$ cat config.mk
export PLATFORM = sky130hd
export DESIGN_NAME = ir_sched_controller
export DESIGN_NICKNAME = d
export VERILOG_FILES = /design/src/rtl/ir_pkg.sv /design/src/rtl/ir_coord_counter.sv /design/src/rtl/ir_sched_controller.sv
export SDC_FILE = /design/constraint.sdc
export NUM_CORES = 1
export LEC_CHECK = 0
export ABC_AREA = 1
export CAP_MARGIN = 20
export CORE_MARGIN = 1.5
export CORE_UTILIZATION = 63
export DETAILED_ROUTE_END_ITERATION = 10
export MAX_ROUTING_LAYER = met4
export PLACE_DENSITY = 0.88
export RECOVER_POWER = 50
export SLEW_MARGIN = 20
export SYNTH_ARGS = -nofsm -noshare
export SYNTH_HDL_FRONTEND = slang
export SYNTH_SLANG_ARGS = --single-unit
export TNS_END_PERCENT = 20
$ cat constraint.sdc
create_clock -name i_clk -period 7.6 [get_ports i_clk]
set_input_delay 1.52 -clock i_clk [delete_from_list [all_inputs] [get_ports i_clk]]
set_output_delay 1.52 -clock i_clk [all_outputs]
set_load 0.01 [all_outputs]
$ cat src/rtl/ir_pkg.sv
// Shared types and default sizing for the image-row scheduler and its coordinate counter.
package ir_pkg;
   localparam int IR_ROW_COUNT  = 4;
   localparam int IR_ADDR_WIDTH = 8;
   localparam int IR_CH_WIDTH   = 4;

   typedef enum logic [2:0] {
      IDLE, INIT, COORD_GEN, WRITE_STALL, TILE_CMP, DATA_OUT
   } ir_state_e;

   // One-cycle commands from the controller to the coordinate counter.
   typedef struct packed {
      logic clr;
      logic save;
      logic restore;
      logic row_clr;
      logic step;
   } ir_cnt_cmd_t;
endpackage

$ cat src/rtl/ir_coord_counter.sv
// Walks the output map (y inner, x outer, stride step), counts rows within a tile and
// keeps the tile base so a tile can be replayed for every input channel.
module ir_coord_counter
   import ir_pkg::*;
#(
   parameter int ROW_COUNT  = IR_ROW_COUNT,
   parameter int ADDR_WIDTH = IR_ADDR_WIDTH
) (
   input  logic                         i_clk,
   input  logic                         i_nrst,
   input  ir_cnt_cmd_t                  i_cmd,
   input  logic [ADDR_WIDTH-1:0]        i_width,
   input  logic [ADDR_WIDTH-1:0]        i_height,
   input  logic [ADDR_WIDTH-1:0]        i_stride,
   output logic [ADDR_WIDTH-1:0]        o_x,
   output logic [ADDR_WIDTH-1:0]        o_y,
   output logic [$clog2(ROW_COUNT)-1:0] o_row,
   output logic                         o_last,
   output logic                         o_tile_end
);
   localparam int RW = $clog2(ROW_COUNT);
   localparam int W2 = 2 * ADDR_WIDTH;
   localparam logic [RW-1:0] ROW_LAST = RW'(ROW_COUNT - 1);

   logic [W2-1:0] x_q, x_d, y_q, y_d, bx_q, bx_d, by_q, by_d;
   logic [W2-1:0] x_lim, y_lim, step_w;
   logic [RW-1:0] row_q, row_d;

   // Limits at double width so (size-1)*stride can never wrap.
   assign x_lim  = W2'(i_width - ADDR_WIDTH'(1)) * W2'(i_stride);
   assign y_lim  = W2'(i_height - ADDR_WIDTH'(1)) * W2'(i_stride);
   assign step_w = W2'(i_stride);

   assign o_last     = (x_q >= x_lim) && (y_q >= y_lim);
   assign o_tile_end = (row_q == ROW_LAST);
   assign o_x        = x_q[ADDR_WIDTH-1:0];
   assign o_y        = y_q[ADDR_WIDTH-1:0];
   assign o_row      = row_q;

   always_comb begin
      x_d   = x_q;
      y_d   = y_q;
      bx_d  = bx_q;
      by_d  = by_q;
      row_d = row_q;
      if (i_cmd.clr) begin
         x_d   = '0;
         y_d   = '0;
         bx_d  = '0;
         by_d  = '0;
         row_d = '0;
      end else begin
         if (i_cmd.save) begin
            bx_d = x_q;
            by_d = y_q;
         end
         if (i_cmd.restore) begin
            x_d = bx_q;
            y_d = by_q;
         end
         if (i_cmd.row_clr) row_d = '0;
         if (i_cmd.step) begin
            row_d = row_q + RW'(1);
            if (y_q >= y_lim) begin
               y_d = '0;
               x_d = x_q + step_w;
            end else begin
               y_d = y_q + step_w;
            end
         end
      end
   end

   always_ff @(posedge i_clk or negedge i_nrst) begin
      if (!i_nrst) begin
         x_q   <= '0;
         y_q   <= '0;
         bx_q  <= '0;
         by_q  <= '0;
         row_q <= '0;
      end else begin
         x_q   <= x_d;
         y_q   <= y_d;
         bx_q  <= bx_d;
         by_q  <= by_d;
         row_q <= row_d;
      end
   end
endmodule

$ cat src/rtl/ir_sched_controller.sv
// Tile scheduler: emits ROW_COUNT coordinates per tile, waits for the row routers to drain,
// replays the tile per input channel, then advances to the next tile until the map is done.
module ir_sched_controller
   import ir_pkg::*;
#(
   parameter int ROW_COUNT  = IR_ROW_COUNT,
   parameter int ADDR_WIDTH = IR_ADDR_WIDTH,
   parameter int CH_WIDTH   = IR_CH_WIDTH
) (
   input  logic                         i_clk,
   input  logic                         i_nrst,
   input  logic                         i_en,
   input  logic                         i_reg_clear,
   input  logic [ADDR_WIDTH-1:0]        i_o_width,
   input  logic [ADDR_WIDTH-1:0]        i_o_height,
   input  logic [ADDR_WIDTH-1:0]        i_stride,
   input  logic [CH_WIDTH-1:0]          i_ch_count,
   input  logic                         i_addr_empty,
   input  logic                         i_data_empty,
   input  logic                         i_pop_en,
   output logic [ADDR_WIDTH-1:0]        o_o_x,
   output logic [ADDR_WIDTH-1:0]        o_o_y,
   output logic [$clog2(ROW_COUNT)-1:0] o_row_id,
   output logic [CH_WIDTH-1:0]          o_ch_id,
   output logic                         o_row_valid,
   output logic [ROW_COUNT-1:0]         o_row_mask,
   output logic                         o_tile_read_en,
   output logic                         o_ac_en,
   output logic                         o_pop_en,
   output logic                         o_ready,
   output logic                         o_reg_clear,
   output logic                         o_context_done,
   output logic                         o_done
);
   ir_state_e                state_q, state_d;
   logic [ADDR_WIDTH-1:0]    w_q, w_d, h_q, h_d, s_q, s_d;
   logic [CH_WIDTH-1:0]      ch_max_q, ch_max_d, ch_q, ch_d;
   logic [ROW_COUNT-1:0]     mask_q, mask_d;
   logic                     cmp_q, cmp_d, ready_q, ready_d, pop_q, pop_d;
   logic                     rclr_q, rclr_d, ctx_q, ctx_d, done_q, done_d;
   logic                     map_done_q, map_done_d;
   ir_cnt_cmd_t              cmd;
   logic                     cnt_last, cnt_tile_end;

   ir_coord_counter #(.ROW_COUNT(ROW_COUNT), .ADDR_WIDTH(ADDR_WIDTH)) u_cnt (
      .i_clk      (i_clk),
      .i_nrst     (i_nrst),
      .i_cmd      (cmd),
      .i_width    (w_q),
      .i_height   (h_q),
      .i_stride   (s_q),
      .o_x        (o_o_x),
      .o_y        (o_o_y),
      .o_row      (o_row_id),
      .o_last     (cnt_last),
      .o_tile_end (cnt_tile_end)
   );

   assign o_row_valid    = (state_q == COORD_GEN);
   assign o_ch_id        = ch_q;
   assign o_row_mask     = mask_q;
   assign o_tile_read_en = cmp_q;
   assign o_ac_en        = cmp_q;
   assign o_pop_en       = pop_q;
   assign o_ready        = ready_q;
   assign o_reg_clear    = rclr_q;
   assign o_context_done = ctx_q;
   assign o_done         = done_q;

   always_comb begin
      state_d    = state_q;
      w_d        = w_q;
      h_d        = h_q;
      s_d        = s_q;
      ch_max_d   = ch_max_q;
      ch_d       = ch_q;
      mask_d     = mask_q;
      cmp_d      = cmp_q;
      ready_d    = ready_q;
      pop_d      = pop_q;
      rclr_d     = rclr_q;
      ctx_d      = ctx_q;
      done_d     = done_q;
      map_done_d = map_done_q;
      cmd        = '0;
      if (i_reg_clear) begin
         state_d    = IDLE;
         w_d        = '0;
         h_d        = '0;
         s_d        = '0;
         ch_max_d   = '0;
         ch_d       = '0;
         mask_d     = '0;
         cmp_d      = 1'b0;
         ready_d    = 1'b0;
         pop_d      = 1'b0;
         rclr_d     = 1'b0;
         ctx_d      = 1'b0;
         done_d     = 1'b0;
         map_done_d = 1'b0;
         cmd.clr    = 1'b1;
      end else begin
         unique case (state_q)
            IDLE: begin
               rclr_d = 1'b0;
               ctx_d  = 1'b0;
               if (i_en && !done_q) begin
                  w_d        = i_o_width;
                  h_d        = i_o_height;
                  s_d        = i_stride;
                  // Zero channels behaves as a single channel.
                  ch_max_d   = (i_ch_count == '0) ? '0 : i_ch_count - CH_WIDTH'(1);
                  ch_d       = '0;
                  map_done_d = 1'b0;
                  cmd.clr    = 1'b1;
                  if (i_o_width == '0 || i_o_height == '0) done_d = 1'b1;
                  else                                     state_d = INIT;
               end
            end
            INIT: begin
               rclr_d      = 1'b0;
               ctx_d       = 1'b0;
               ready_d     = 1'b0;
               mask_d      = '0;
               cmd.save    = 1'b1;
               cmd.row_clr = 1'b1;
               state_d     = COORD_GEN;
            end
            COORD_GEN: begin
               mask_d = mask_q | (ROW_COUNT'(1) << o_row_id);
               // The final coordinate is held so replays restore from the saved base.
               if (cnt_last) begin
                  map_done_d = 1'b1;
                  state_d    = WRITE_STALL;
               end else begin
                  cmd.step = 1'b1;
                  if (cnt_tile_end) state_d = WRITE_STALL;
               end
            end
            WRITE_STALL: begin
               cmp_d   = 1'b1;
               state_d = TILE_CMP;
            end
            TILE_CMP: begin
               if (i_addr_empty) begin
                  cmp_d   = 1'b0;
                  ready_d = 1'b1;
                  pop_d   = 1'b1;
                  state_d = DATA_OUT;
               end
            end
            DATA_OUT: begin
               if (i_data_empty) begin
                  pop_d   = 1'b0;
                  ready_d = 1'b0;
                  rclr_d  = 1'b1;
                  if (ch_q != ch_max_q) begin
                     ch_d        = ch_q + CH_WIDTH'(1);
                     cmd.restore = 1'b1;
                     state_d     = INIT;
                  end else if (!map_done_q) begin
                     ch_d    = '0;
                     ctx_d   = 1'b1;
                     state_d = INIT;
                  end else begin
                     ch_d    = '0;
                     done_d  = 1'b1;
                     state_d = IDLE;
                  end
               end else begin
                  pop_d = i_pop_en;
               end
            end
            default: state_d = IDLE;
         endcase
      end
   end

   always_ff @(posedge i_clk or negedge i_nrst) begin
      if (!i_nrst) begin
         state_q    <= IDLE;
         w_q        <= '0;
         h_q        <= '0;
         s_q        <= '0;
         ch_max_q   <= '0;
         ch_q       <= '0;
         mask_q     <= '0;
         cmp_q      <= 1'b0;
         ready_q    <= 1'b0;
         pop_q      <= 1'b0;
         rclr_q     <= 1'b0;
         ctx_q      <= 1'b0;
         done_q     <= 1'b0;
         map_done_q <= 1'b0;
      end else begin
         state_q    <= state_d;
         w_q        <= w_d;
         h_q        <= h_d;
         s_q        <= s_d;
         ch_max_q   <= ch_max_d;
         ch_q       <= ch_d;
         mask_q     <= mask_d;
         cmp_q      <= cmp_d;
         ready_q    <= ready_d;
         pop_q      <= pop_d;
         rclr_q     <= rclr_d;
         ctx_q      <= ctx_d;
         done_q     <= done_d;
         map_done_q <= map_done_d;
      end
   end
endmodule
==> results.ini, run 1 <==
[outcome]
run_status = finished with violations
violations_in_the_final_reports = capacitance limit, slew limit

[place]
rd_place_congestion = 0.9865
setup_ws_pre_cts_ns = 0.4957
placedInstanceArea_sq_um = 13570
buffer_ports.inserted = 68
detailedPlacementHpwl_um = 24070

[grt]
antenna_violations_before_repair = 0
grt_overflow = 0
grt_pass1_vias = 11110
grt_start_max_net_pins = 76
grt_first_pass_wirelength_um = 52440
grt_usage = 0.3153

[synth]
synth_warn = 0
synthAdderAreaFrac = 0.2830
post_synth_and_or_nand_nor_area_fraction = 0.2443
syn-num-nets = 1979
synth_ff_type = sky130_fd_sc_hd__dfrtp_1
yosys.area_share.xor_xnor = 0.04226
synthesis.instances = 1723
synth-seq-cells = 112
ys_async_sr_fraction = 1.000
largest_family_of_logic_cells_by_synthesized_area = adder cells
synth_compound_gate_area_share = 0.07897
yosysSeqAreaShare = 0.2181
yosys-mux-area-fraction = 0
synth_enable_flop_cells = 0
post_synth.cell_area_avg_sq_um = 7.458
synth.cell_area_sq_um = 12850
synth_cell_type_count = 46

[sta]
rsz0062_at_grt = no
post-route-worst-setup-slack_ns = 0.5507
relSlewSlack = -0.9170
hold_violations_final = 0
maxClockFrequency_ghz = 0.1419
worst-slew-pin-transition_ns = 2.876
fin_crit_ns = 7.049
maxSlewViolCount = 115
setup_violating_endpoint_count_in_the_final_report = 0
totalNegativeSetupSlack_ns = 0
final.period_utilization = 0.9275
finClkSkew_ns = 0.01237

[power]
combPwrFrac = 0.639
total_power_mw = 3.276
peakVddDrop_uv = 139.8
powerDensity_nw_per_um2 = 235.8
net-switching-power_mw = 1.650
sequentialPowerShare = 0.207
leak_pwr_nw = 7.792
pwr-share-clk = 0.153
internal_power_mw = 1.626
sw_frac_of_total = 0.5037

[setup_path]
worst_setup_path_end_kind = flop
regToRegEndpoint = u_cnt.y_q[4]
ff2ff_setup_slack_ns = 0.55
critPathRequiredTime_ns = 7.91
timing.critical_path.mode_cell = sky130_fd_sc_hd__nand2_1
start_to_end_type_of_the_worst_setup_path = reg2reg
cp_max_fo = 37
critical_path.slowest_cell = sky130_fd_sc_hd__xor2_1
r2r-start = h_q[0]
crit_path_max_incr_delay_ns = 0.58
reg2reg_depth = 36
worst_setup_path_start_kind = flop
cp_data_arrival_time_ns = 7.36

[final_layout]
final_cell_mix = sky130_fd_sc_hd__nand2_1, sky130_fd_sc_hd__inv_1, sky130_fd_sc_hd__nor2_1
filler_cell_count = 1576
layout.cells.most_common = sky130_fd_sc_hd__nand2_1
fin_util = 0.6911
area_growth_pct = 8.121
final_design_area_no_fill_sq_um = 13890
finish.net_count = 2006
drive_above_1_share = 0.04729
antenna_cells = 0

[routing]
drc = 0
ant_nets = 0
dr_total_vias = 11190
highest_layer = met4
dr.first_iter.drc_count = 731
viasPerCell = 5.526
drt-met1-wl_um = 12720
met2WireLength_um = 15360
drt_pre_antenna_iters = 6
routed_wire_length_per_instance_um = 15.54
wl_met3_um = 2221
wl_um = 31460

[clock_tree]
cts_inserted_buffers = 9
clock_insertion_delay_worst_skew_ns = 0.37
cts_hold_buf = 0
clk_transition_reported_paths_ns = 0.08
max-clock-path-buffers = 2
clock-root-buffer = sky130_fd_sc_hd__clkbuf_16
tritoncts = yes
clock_tree.htree_level_count = 3
clock-sinks = 112

[floorplanning]
dieArea_sq_um = 21260
die_width_um = 145.8
die-height_um = 145.8
coreArea_sq_um = 20100
row_count = 52
floorplan.initialDensity = 0.6392
pin_count = 69

[worst_hold_path]
hold_start = u_cnt.by_q[6]
min_path_cells = 2
worstHoldEndpoint = u_cnt.by_q[6]
min_path_type = reg2reg

[flow_run]
maxCapViolCount = 2

==> cells by family (layout without fill, tap and decap cells) <==
family	Yosys count	in the layout
AO/OA/AOI/OAI	174	174
XOR/XNOR	62	62
adder cells (fa/ha/maj)	221	221
buffers and inverters	415	447
flip-flops	112	112
AND/OR/NAND/NOR	739	739
==> area by class of cell <==
type / count / area [sq um] / share of cell area
Multi-Input combinational cell: 1196 / 8356 / 0.6014
Sequential cell: 112 / 2803 / 0.2017
Inverter: 351 / 1323 / 0.09519
Timing Repair Buffer: 80 / 765.7 / 0.05512
Tap cell: 270 / 337.8 / 0.02432
Clock buffer: 10 / 239.0 / 0.01720
Clock inverter: 6 / 70.07 / 0.005043
==> power groups by stage <==
stage	clock network [mW]	registers, mW	logic [mW]
global placement	0	0.688	1.96
global route	0.527	0.684	2.39
CTS	0.508	0.678	2.08
detailed placement	0	0.690	2.05
floorplan	0	0.671	1.57
finish	0.502	0.680	2.09
==> per-stage QoR <==
stage	std cells	hold WS (ns)
2_1_floorplan	1723	0.4599
3_5_place_dp	2009	0.4777
3_3_place_gp	2009	0.4700
5_1_grt	2025	0.5211
4_1_cts	2025	0.4975
6_report	2025	0.4981
==> timing repair <==
item                       in CTS  in global routing
resized for setup               0                  4
setup endpoints to repair       0                 33
setup buffers                   0                  0
==> worst max path at each step <==
stage	start	end	slack [ns]	cells past startpoint
5_1_grt	h_q[0]	u_cnt.x_q[4]	0.003	37
6_report	h_q[0]	u_cnt.y_q[4]	0.55	36
2_1_floorplan	h_q[0]	u_cnt.y_q[11]	1.48	41
3_3_place_gp	h_q[0]	u_cnt.x_q[8]	0.62	36
4_1_cts	w_q[0]	u_cnt.x_q[8]	0.45	34
3_5_place_dp	h_q[0]	u_cnt.x_q[8]	0.50	36
==> synth_stat cells, types with 11 or more instances <==
| library cell | instances | area, sq um |
|---|---|---|
| sky130_fd_sc_hd__buf_4 | 22 | 165.2 |
| sky130_fd_sc_hd__ha_1 | 105 | 1314 |
| sky130_fd_sc_hd__nor2_1 | 225 | 844.6 |
| sky130_fd_sc_hd__fa_1 | 116 | 2322 |
| sky130_fd_sc_hd__o22ai_1 | 12 | 75.07 |
| sky130_fd_sc_hd__nor3_1 | 11 | 55.05 |
| sky130_fd_sc_hd__o21ai_0 | 47 | 235.2 |
| sky130_fd_sc_hd__nand2_1 | 348 | 1306 |
| sky130_fd_sc_hd__clkbuf_1 | 15 | 56.30 |
| sky130_fd_sc_hd__inv_1 | 337 | 1265 |
| sky130_fd_sc_hd__nand4_1 | 35 | 219.0 |
| sky130_fd_sc_hd__nand3_1 | 79 | 395.4 |
| sky130_fd_sc_hd__or2_2 | 18 | 112.6 |
| sky130_fd_sc_hd__xor2_1 | 42 | 367.9 |
| sky130_fd_sc_hd__a31oi_1 | 15 | 93.84 |
| sky130_fd_sc_hd__buf_2 | 22 | 110.1 |
| sky130_fd_sc_hd__dfrtp_1 | 112 | 2803 |
| sky130_fd_sc_hd__a21oi_1 | 54 | 270.3 |
| sky130_fd_sc_hd__xnor2_1 | 20 | 175.2 |
==> critical path, delay by kind of cell (launching register included) <==
kind / cells / cell delay [ns]
AO/OA/AOI/OAI: 1 / 0.20
XOR/XNOR: 1 / 0.58
adder cells (fa/ha/maj): 7 / 2.92
buffers and inverters: 6 / 0.62
flip-flops: 1 / 0.50
AND/OR/NAND/NOR: 21 / 2.16
==> layer usage <==
layer | GRT usage | vias to the layer above
met3 | 0.05486 | 97
li1 | - | 5335
met2 | 0.5190 | 459
met1 | 0.3920 | 5299
met4 | 0.1143 | 0
met5 | - | -
==> registers in the layout (all words and copies together), names as in the netlist, 3 cells and up <==
name,count
o_row_mask,4
u_cnt.bx_q,16
s_q,8
h_q,8
u_cnt.by_q,16
ch_max_q,4
u_cnt.x_q,16
u_cnt.y_q,16
w_q,8
state_q,3
o_ch_id,4
Power figures use the tool's default switching activity.
==> run 2: changes to the inputs <==
Settings changed: GPL_TIMING_DRIVEN set to 0, HOLD_SLACK_MARGIN set to 0.02, SLEW_MARGIN 20 to 10.
==> run 2 against run 1 <==
  * The run still ends with capacitance limit, slew limit left
  * First-iteration DRC count up 41%
  * Sequential share of layout area decreased by 0.39 points
  * Register-to-register slack lost 0.05 ns
  * Die area stayed put
  * Count of clock-buffer cells in the layout is 1 higher
  * Global-route usage rose by 1.1 points
  * Critical path depth increased by 3
  * Via count increased by 1.3%
  * Highest routed layer unchanged
==> results.ini, run 2 (synthesis results as in run 1) <==
[place]
rd_place_congestion = 0.9888
detailedPlacementHpwl_um = 25870
buffer_ports.inserted = 68
place_inst = 2062

[floorplanning]
floorplan.initialDensity = 0.6392
pin_count = 69
coreArea_sq_um = 20100
die_width_um = 145.8
die-height_um = 145.8
dieArea_sq_um = 21260
row_count = 52

[clock_tree]
cts_hold_buf = 0
max-clock-path-buffers = 2
clock_insertion_delay_worst_skew_ns = 0.36
clock-sinks = 112
clk_transition_reported_paths_ns = 0.08
tritoncts = yes
clock_tree.htree_level_count = 3
clock-root-buffer = sky130_fd_sc_hd__clkbuf_16
post_cts_resized = 0
cts_inserted_buffers = 9
postCtsSetupBuffers = 0

[grt]
grt_start_max_net_pins = 93
grt_most_used_layer = met2
antenna_violations_before_repair = 0
groute.layer.met1.usage = 0.4102
grt_first_pass_wirelength_um = 54190
grt_overflow = 0
grt_pass1_vias = 11530
grt_usage = 0.3260
grtUsageMet3 = 0.04890
grt_use_met2 = 0.5243

[final_layout]
drive_above_1_share = 0.06250
finish.net_count = 2059
antenna_cells = 0
layout.cells.most_common = sky130_fd_sc_hd__nand2_1
filler_cell_count = 1571
area_growth_pct = 10.27
final_cell_mix = sky130_fd_sc_hd__nand2_1, sky130_fd_sc_hd__inv_1, sky130_fd_sc_hd__nor2_1
finalNonFillerCells = 2078

[setup_path]
cp_max_fo = 10
start_to_end_type_of_the_worst_setup_path = reg2reg
critical_path.slowest_cell = sky130_fd_sc_hd__xor2_1
worst_setup_path_start_kind = flop
crit_path_max_incr_delay_ns = 0.63
timing.critical_path.mode_cell = sky130_fd_sc_hd__nand2_1
critPathRequiredTime_ns = 7.90
cp_data_arrival_time_ns = 7.40
worst_setup_path_end_kind = flop

[power]
sequentialPowerShare = 0.207
combPwrFrac = 0.649
powerDensity_nw_per_um2 = 230.3
peakVddDrop_uv = 128.7
pwr-share-clk = 0.144
leak_pwr_nw = 7.923
net-switching-power_mw = 1.635
sw_frac_of_total = 0.5009
internal_power_mw = 1.629

[sta]
worst-slew-pin-transition_ns = 4.204
totalNegativeSetupSlack_ns = 0
finClkSkew_ns = 0.01203
final.period_utilization = 0.9340
maxSlewViolCount = 93
hold_violations_final = 0
maxClockFrequency_ghz = 0.1409
relSlewSlack = -1.803
setup_violating_endpoint_count_in_the_final_report = 0
rsz0062_at_grt = no
fin_crit_ns = 7.099

[routing]
wl_um = 32340
routed_wire_length_per_instance_um = 15.56
viasPerCell = 5.456
ant_nets = 0
drc = 0
drt_pre_antenna_iters = 5
dr_total_vias = 11340
dr.first_iter.drc_count = 1034

[worst_hold_path]
min_path_type = reg2reg

[flow_run]
maxCapViolCount = 1

[outcome]
run_status = finished with violations
violations_in_the_final_reports = capacitance limit, slew limit

run 2: cell types whose count changed in the layout (fill, tap and decap cells not counted), moves of 3 or more:
| cell | change |
|---|---|
| sky130_fd_sc_hd__buf_6 | +3 |
| sky130_fd_sc_hd__clkdlybuf4s50_1 | +11 |
| sky130_fd_sc_hd__dlygate4sd3_1 | -11 |
| sky130_fd_sc_hd__buf_2 | +18 |
| sky130_fd_sc_hd__buf_4 | +12 |
| sky130_fd_sc_hd__clkbuf_1 | +20 |
run 2: final cells by class:
cell class,count,area (sq um),share of cell area
clock buffer,11,242.7,0.01713
multi-input combinational,1196,8347,0.5891
timing repair buffer,69,684.4,0.04830
tap,270,337.8,0.02384
clock inverter,5,46.29,0.003267
inverter,351,1323,0.09333
sequential,112,2803,0.1978
buffer,64,386.6,0.02728
run 2: power groups by stage:
stage,Combinational [mW],Clock (mW),Sequential [mW]
6_report,2.12,0.470,0.677
5_1_grt,2.43,0.495,0.679
4_1_cts,2.12,0.470,0.674
3_5_place_dp,2.09,0,0.685
3_3_place_gp,2.01,0,0.684
2_1_floorplan,1.57,0,0.671
run 2: layer usage:
layer / part of all wire / vias to the layer above
met5: 0 / -
met4: 0.042 / 0
met3: 0.082 / 102
met2: 0.47 / 498
met1: 0.40 / 5296
li1: - / 5441
run 2: metrics by stage:
step | utilization | hold slack (ns) | setup WS [ns] | power (mW) | instance area, sq um
after floorplan | - | 0.4599 | 1.478 | 2.243 | 12850
final | 0.7048 | 0.4943 | 0.5013 | 3.264 | 14170
after CTS | 0.7056 | 0.4921 | 0.3729 | 3.262 | 14190
after detailed placement | 0.6913 | 0.4753 | 0.3597 | 2.779 | 13900
after global routing | 0.7048 | 0.5412 | 0.007939 | 3.603 | 14170
after global placement | 0.6898 | 0.4653 | 0.5602 | 2.695 | 13870
run 2: worst paths after layout:
path	start	end	slack [ns]	depth (start not counted)
worst min register to register	o_ready	o_ready	0.49	2
worst max-delay path	h_q[0]	u_cnt.y_q[13]	0.50	39
max in group asynchronous	i_nrst	h_q[4]	1.44	2
worst max register to register	h_q[0]	u_cnt.y_q[13]	0.50	39
worst min-delay path	o_ready	o_ready	0.49	2
min in group asynchronous	i_nrst	u_cnt.bx_q[7]	1.34	1
run 2: worst max-delay path, delay by kind of cell, from the launching register on:
family / cells / cell delay [ns]
flops: 1 / 0.37
buf+inv: 10 / 0.93
compound gates: 2 / 0.34
fa+ha+maj: 6 / 2.70
xor+xnor: 1 / 0.63
simple gates: 20 / 2.06
